===== config.mk =====
export PLATFORM = sky130hd
export DESIGN_NAME = prog_loader_rom
export DESIGN_NICKNAME = d
export VERILOG_FILES = /design/src/rtl/prog_loader_rom_pkg.sv /design/src/rtl/prog_loader_rom_mem.sv /design/src/rtl/prog_loader_rom.sv
export SDC_FILE = /design/constraint.sdc
export NUM_CORES = 1
export LEC_CHECK = 0
export ABC_AREA = 1
export CORE_MARGIN = 5
export CORE_UTILIZATION = 45
export DETAILED_ROUTE_END_ITERATION = 10
export GPL_TIMING_DRIVEN = 1
export SYNTH_ARGS = -nofsm -noshare
export SYNTH_HDL_FRONTEND = slang
export SYNTH_HIERARCHICAL = 1
export SYNTH_SLANG_ARGS = --single-unit
export TNS_END_PERCENT = 20

===== constraint.sdc =====
create_clock -name i_clk -period 2.9 [get_ports i_clk]
set_input_delay 0.29 -clock i_clk [delete_from_list [all_inputs] [get_ports i_clk]]
set_output_delay 0.29 -clock i_clk [all_outputs]
set_load 0.1 [all_outputs]

===== src/rtl/prog_loader_rom_pkg.sv =====
// Shared definitions for the program ROM loader: FSM state encoding,
// default geometry and the zero-fill word.
package prog_loader_rom_pkg;

   localparam int DEF_AW          = 4;
   localparam int DEF_DW          = 8;
   localparam int DEF_HOLD_CYCLES = 2;

   // 8'h00 decodes as ADD A,0, so a cleared program is a NOP loop.
   localparam logic [7:0] NOP_WORD = 8'h00;

   typedef enum logic [1:0] {
      CLEAR = 2'd0,
      IDLE  = 2'd1,
      LOAD  = 2'd2,
      HOLD  = 2'd3
   } state_t;

endpackage


===== src/rtl/prog_loader_rom_mem.sv =====
// DEPTH x DW program store: one synchronous write port and one
// asynchronous read port (read-during-write returns the old word).
module prog_loader_rom_mem #(
   parameter int AW = 4,
   parameter int DW = 8
) (
   input  logic          i_clk,
   input  logic          i_we,
   input  logic [AW-1:0] i_waddr,
   input  logic [DW-1:0] i_wdata,
   input  logic [AW-1:0] i_raddr,
   output logic [DW-1:0] o_rdata
);

   localparam int DEPTH = 2 ** AW;

   logic [DW-1:0] r_mem [DEPTH];

   // write port; contents are initialised by the loader's zero-fill pass
   always_ff @(posedge i_clk) begin
      if (i_we) begin
         r_mem[i_waddr] <= i_wdata;
      end
   end

   assign o_rdata = r_mem[i_raddr];

endmodule


===== src/rtl/prog_loader_rom.sv =====
// Program memory for the 4-bit CPU plus a valid/ready serial loader that
// keeps the CPU in reset while the program is cleared, loaded and settled.
module prog_loader_rom
   import prog_loader_rom_pkg::*;
#(
   parameter int AW          = DEF_AW,
   parameter int DW          = DEF_DW,
   parameter int HOLD_CYCLES = DEF_HOLD_CYCLES
) (
   input  logic          i_clk,
   input  logic          i_n_reset,
   input  logic [AW-1:0] i_addr,
   output logic [DW-1:0] o_data,
   input  logic          i_ld_start,
   input  logic          i_ld_abort,
   input  logic          i_ld_valid,
   input  logic [DW-1:0] i_ld_data,
   output logic          o_ld_ready,
   output logic          o_ld_busy,
   output logic          o_ld_done,
   output logic          o_ld_err,
   output logic          o_cpu_n_reset
);

   localparam logic [AW-1:0] LAST_ADDR = {AW{1'b1}};
   localparam logic [AW:0]   PTR_ZERO  = {(AW+1){1'b0}};
   localparam logic [AW:0]   PTR_ONE   = {{AW{1'b0}}, 1'b1};
   localparam logic [3:0]    HOLD_LAST = 4'(HOLD_CYCLES - 1);
   localparam logic [3:0]    HOLD_ONE  = 4'd1;

   state_t        r_state;
   state_t        w_state_nxt;
   logic [AW:0]   r_ptr;          // MSB is the end flag: a load never wraps
   logic [AW:0]   w_ptr_nxt;
   logic [3:0]    r_hold_cnt;
   logic [3:0]    w_hold_cnt_nxt;
   logic          r_complete;
   logic          w_complete_nxt;
   logic          r_ld_err;
   logic          w_ld_err_nxt;
   logic          w_done_nxt;
   logic          r_ld_ready;
   logic          r_ld_busy;
   logic          r_ld_done;
   logic          r_cpu_n_reset;
   logic          w_we;
   logic [AW-1:0] w_waddr;
   logic [DW-1:0] w_wdata;

   // next-state, pointer, hold counter and memory write decode
   always_comb begin
      w_state_nxt    = r_state;
      w_ptr_nxt      = r_ptr;
      w_hold_cnt_nxt = r_hold_cnt;
      w_complete_nxt = r_complete;
      w_ld_err_nxt   = r_ld_err;
      w_done_nxt     = 1'b0;
      w_we           = 1'b0;
      w_waddr        = r_ptr[AW-1:0];
      w_wdata        = DW'(NOP_WORD);

      case (r_state)
         CLEAR: begin
            w_we = 1'b1;
            if (r_ptr[AW-1:0] == LAST_ADDR) begin
               w_state_nxt    = HOLD;
               w_ptr_nxt      = PTR_ZERO;
               w_hold_cnt_nxt = 4'd0;
               w_complete_nxt = 1'b0;
            end else begin
               w_ptr_nxt = r_ptr + PTR_ONE;
            end
         end
         IDLE: begin
            if (i_ld_start) begin
               w_state_nxt    = LOAD;
               w_ptr_nxt      = PTR_ZERO;
               w_ld_err_nxt   = 1'b0;
               w_complete_nxt = 1'b0;
            end else begin
               w_state_nxt = IDLE;
            end
         end
         LOAD: begin
            // abort wins over a byte presented in the same cycle
            if (i_ld_abort) begin
               w_state_nxt    = HOLD;
               w_ld_err_nxt   = 1'b1;
               w_complete_nxt = 1'b0;
               w_hold_cnt_nxt = 4'd0;
            end else if (i_ld_valid && r_ld_ready && !r_ptr[AW]) begin
               w_we      = 1'b1;
               w_wdata   = i_ld_data;
               w_ptr_nxt = r_ptr + PTR_ONE;
               if (r_ptr[AW-1:0] == LAST_ADDR) begin
                  w_state_nxt    = HOLD;
                  w_complete_nxt = 1'b1;
                  w_hold_cnt_nxt = 4'd0;
               end else begin
                  w_state_nxt = LOAD;
               end
            end else begin
               w_state_nxt = LOAD;
            end
         end
         HOLD: begin
            if (r_hold_cnt == HOLD_LAST) begin
               w_state_nxt    = IDLE;
               w_hold_cnt_nxt = 4'd0;
               w_done_nxt     = r_complete;
            end else begin
               w_hold_cnt_nxt = r_hold_cnt + HOLD_ONE;
            end
         end
         default: begin
            w_state_nxt = CLEAR;
            w_ptr_nxt   = PTR_ZERO;
         end
      endcase
   end

   // state and registered outputs; outputs decode the next state so they
   // line up with the state they describe
   always_ff @(posedge i_clk) begin
      if (!i_n_reset) begin
         r_state       <= CLEAR;
         r_ptr         <= PTR_ZERO;
         r_hold_cnt    <= 4'd0;
         r_complete    <= 1'b0;
         r_ld_err      <= 1'b0;
         r_ld_ready    <= 1'b0;
         r_ld_busy     <= 1'b1;
         r_ld_done     <= 1'b0;
         r_cpu_n_reset <= 1'b0;
      end else begin
         r_state       <= w_state_nxt;
         r_ptr         <= w_ptr_nxt;
         r_hold_cnt    <= w_hold_cnt_nxt;
         r_complete    <= w_complete_nxt;
         r_ld_err      <= w_ld_err_nxt;
         r_ld_ready    <= (w_state_nxt == LOAD);
         r_ld_busy     <= (w_state_nxt != IDLE);
         r_ld_done     <= w_done_nxt;
         r_cpu_n_reset <= (w_state_nxt == IDLE);
      end
   end

   prog_loader_rom_mem #(
      .AW (AW),
      .DW (DW)
   ) u_mem (
      .i_clk   (i_clk),
      .i_we    (w_we && i_n_reset),
      .i_waddr (w_waddr),
      .i_wdata (w_wdata),
      .i_raddr (i_addr),
      .o_rdata (o_data)
   );

   assign o_ld_ready    = r_ld_ready;
   assign o_ld_busy     = r_ld_busy;
   assign o_ld_done     = r_ld_done;
   assign o_ld_err      = r_ld_err;
   assign o_cpu_n_reset = r_cpu_n_reset;

endmodule

==> flow_summary_export.csv <==
group,metric,value,unit
outcome,status,"finished clean",
die,die_x,133,um
synth,ys_types,35,
sta,relSlewSlack,58.4,%
power,power_frac_seq,43.8,%
detailed_routing,routed_wl,15500,um
layout,final_nets,791,
die,design.core.area,0.0150,mm^2
global_routing,grt_usage,18.3,%
place,port_buffers,29,
layout,layout-drive-gt1-share,13.7,%
synth,synth_cells,710,
cts,cts_buffer_depth,2,
cts,cts-root-buf,"clkbuf_16",
power,combPwrFrac,14.5,%
die,die-area,0.0177,mm^2
cts,clkLatencyLatePin,0.41,ns
setup_path,worstPathBufferInverterCount,3,
synth,ys_warn_count,6,
setup_path,critPathKind,"primary input to output pin",
synth,synth_top_family_by_area,"simple AND/OR/NAND/NOR gates",
sta,hold_viol_final,0,
setup_path,cpPeakStageDelay,0.45,ns
cts,cts_setup_buffers,0,
synth,yosysSeqAreaShare,61.3,%
detailed_routing,vias,4825,
synth,synth-simple-area-share,24.5,%
cts,cts_sinks,145,
setup_path,crit_path_cell_trace,"clkdlybuf4s50_1 > inv_2 > nand3_1 > nand3_1 > nand3_1 > nand2_1 > buf_12",
synth,synthesis.nets,737,
detailed_routing,first_iter_violations,382,
sta,tns,0,ns
sta,fmax,439,MHz
die,die_y,133,um
synth,yosys-mux-area-fraction,0,%
global_routing,antenna_found_initial,0,
setup_path,critPathTopFamily,"buffers and inverters",
global_routing,grt_pass1_vias,4709,
layout,n_antenna_cell,0,
layout,fill_cells,1307,
hold_path,min_path_type,"flip-flop to flip-flop",
sta,fin_crit,2.28,ns
sta,slew_viol_final,0,
cts,cts_tree,"done",
global_routing,grtUsageMet3,3.63,%
power,swShare,25.5,%
detailed_routing,antenna_left,0,
synth,syn_avg_cell_area,9.61,um^2
die,rows,45,
detailed_routing,drcViolationCount,0,
sta,skew,0.00682,ns
setup_path,cp-end-kind,"output pin",
cts,htreeDepth,4,
place,gp_congestion,0.893,
layout,final_cell_mix,"nand2_1 (205), edfxtp_1 (128), inv_1 (123)",
power,p_per_area,689,mW/mm^2
run,maxCapViolCount,0,
global_routing,grt_util_met2,32.3,%
detailed_routing,first_pass_iters,5,
global_routing,grt_max_degree,65,
synth,yosys.area_share.adder,1.83,%
setup_path,crit_arrival,1.99,ns
setup_path,cp_common_cell,"nand3_1",
cts,cts.reportedPaths.clkPinSlew,0.06,ns
cts,cts_buffers,17,
sta,worst_pin_slew,0.624,ns
power,p_clk_share,41.7,%
power,power.internal,0.00417,W
setup_path,slowest_stage,"inv_2",
setup_path,cp-start-kind,"primary input",
global_routing,gr-total-overflow,0,
layout,fin_util,53.9,%
die,io_pins,30,
setup_path,required,2.61,ns
cts,cts_resized,0,
setup_path,critPathMaxFanout,32,
global_routing,gr-max-usage-layer,"met2",
sta,rsz0062_at_grt,"no",
power,peakVddDrop,0.000316,V
detailed_routing,wl_per_cell,16.1,um
synth,syn_area,0.00682,mm^2
synth,synth_compound_area_share,2.09,%
place,dpl.hpwl,10300,um
layout,final_common_cell,"nand2_1",
detailed_routing,drt-vias-per-instance,5.01,
synth,synthXorXnorAreaFrac,0.257,%
layout,synthToLayoutAreaGrowth,18.9,%
sta,timing.final.crit_share,78.6,%
global_routing,use_met1,22.2,%
global_routing,grt_pass1_wl,24700,um
die,initial_core_util,45.4,%
synth,synth_seq_cells,145,
sta,setup_violations,0,
cts,ctsHoldBuffers,0,
power,leakagePower,3.63,nW
power,p_switching,0.00142,W
==> per-stage QoR <==
step / cell area [um^2] / cells / hold WS, ns / total power [W] / setup WS (ns)
6_report: 8110 / 964 / 0.460 / 0.00559 / 0.621
5_1_grt: 8110 / 964 / 0.502 / 0.00582 / 0.506
4_1_cts: 8110 / 964 / 0.464 / 0.00564 / 0.621
3_5_place_dp: 7470 / 933 / 0.449 / 0.00330 / 0.533
3_3_place_gp: 7470 / 933 / 0.449 / 0.00329 / 0.591
2_1_floorplan: 6820 / 710 / 0.430 / 0.00304 / 0.228
==> layout make-up <==
| cell class | instances | area, um^2 | area share [%] |
|---|---|---|---|
| Multi-Input combinational cell | 408 | 1950 | 24.1 |
| Timing Repair Buffer | 61 | 606 | 7.47 |
| Inverter | 131 | 494 | 6.09 |
| Clock inverter | 13 | 209 | 2.58 |
| Tap cell | 188 | 235 | 2.90 |
| Clock buffer | 18 | 429 | 5.29 |
| Sequential cell | 145 | 4180 | 51.6 |
==> cells by family (layout without fill, tap and decap cells) <==
logic type                 Yosys count  in the layout
AOI/OAI and AO/OA                   21             21
xor gates and xnor gates             2              2
adders and majority gates           10             10
buffers and inverters              157            223
DFF                                145            145
and+or+nand+nor                    375            375
==> sequential cells by signal, indices dropped and copies added, names as in the netlist <==
name / flops
u_mem/r_mem: 128
o_ld_done: 1
r_complete: 1
o_ld_busy: 1
r_hold_cnt: 4
r_ptr: 5
o_cpu_n_reset: 1
o_ld_ready: 1
r_state: 2
o_ld_err: 1
==> synth_stat cells <==
cell type,count,share of area [%]
nand3_1,105,7.7
inv_4,1,0.092
a21oi_4,2,0.48
a31oi_1,1,0.092
nand3_2,3,0.44
o31ai_1,1,0.11
ha_1,10,1.8
inv_1,123,6.8
nand2_1,205,11
nor2_4,1,0.17
a21oi_2,1,0.13
and3_1,1,0.092
nand3b_1,2,0.22
nand2_4,5,0.83
edfxtp_1,128,56
xnor2_1,2,0.26
o21ai_0,2,0.15
nor2_8,1,0.29
o21a_1,1,0.11
nor3_1,2,0.15
nor2_1,36,2.0
dfxtp_1,17,5.0
a21o_1,1,0.11
a21oi_1,8,0.59
nand2_2,6,0.55
nand4_1,4,0.37
buf_4,4,0.44
nor3b_1,1,0.11
buf_6,8,1.3
buf_1,1,0.055
buf_2,13,0.95
o21ai_1,3,0.22
a211oi_1,1,0.11
nor2_2,3,0.28
inv_2,7,0.39
==> routing by layer <==
layer,routed length [um],vias to the layer above
met1,6530,2282
met5,0,-
met3,689,21
li1,-,2389
met4,321,0
met2,7970,133
==> power groups by stage <==
stage          sequential, W  combinational (W)  clock (W)
5_1_grt              0.00246           0.000889    0.00247
4_1_cts              0.00245           0.000820    0.00237
3_5_place_dp         0.00249           0.000815          0
6_report             0.00245           0.000813    0.00233
2_1_floorplan        0.00253           0.000515          0
3_3_place_gp         0.00249           0.000808          0
==> worst reg2reg max path, delay by kind of cell, from the launching register on <==
kind,cells,cell delay (ns)
flip-flops,1,0.34
buffers and inverters,3,0.47
adder cells (fa/ha/maj),1,0.19
AND/OR/NAND/NOR,2,0.50
AO/OA/AOI/OAI,1,0.32
==> path summary, 6_finish.rpt <==
path	start	endpoint	slack, ns	cells after the start
worst min register to register	r_complete	o_ld_done	0.46	2
worst min-delay path	r_complete	o_ld_done	0.46	2
worst max register to register	r_state[0]	u_mem/r_mem[5][6]	0.80	7
worst max-delay path	i_addr[1]	o_data[4]	0.62	7
(Power assumes the default switching activity.)
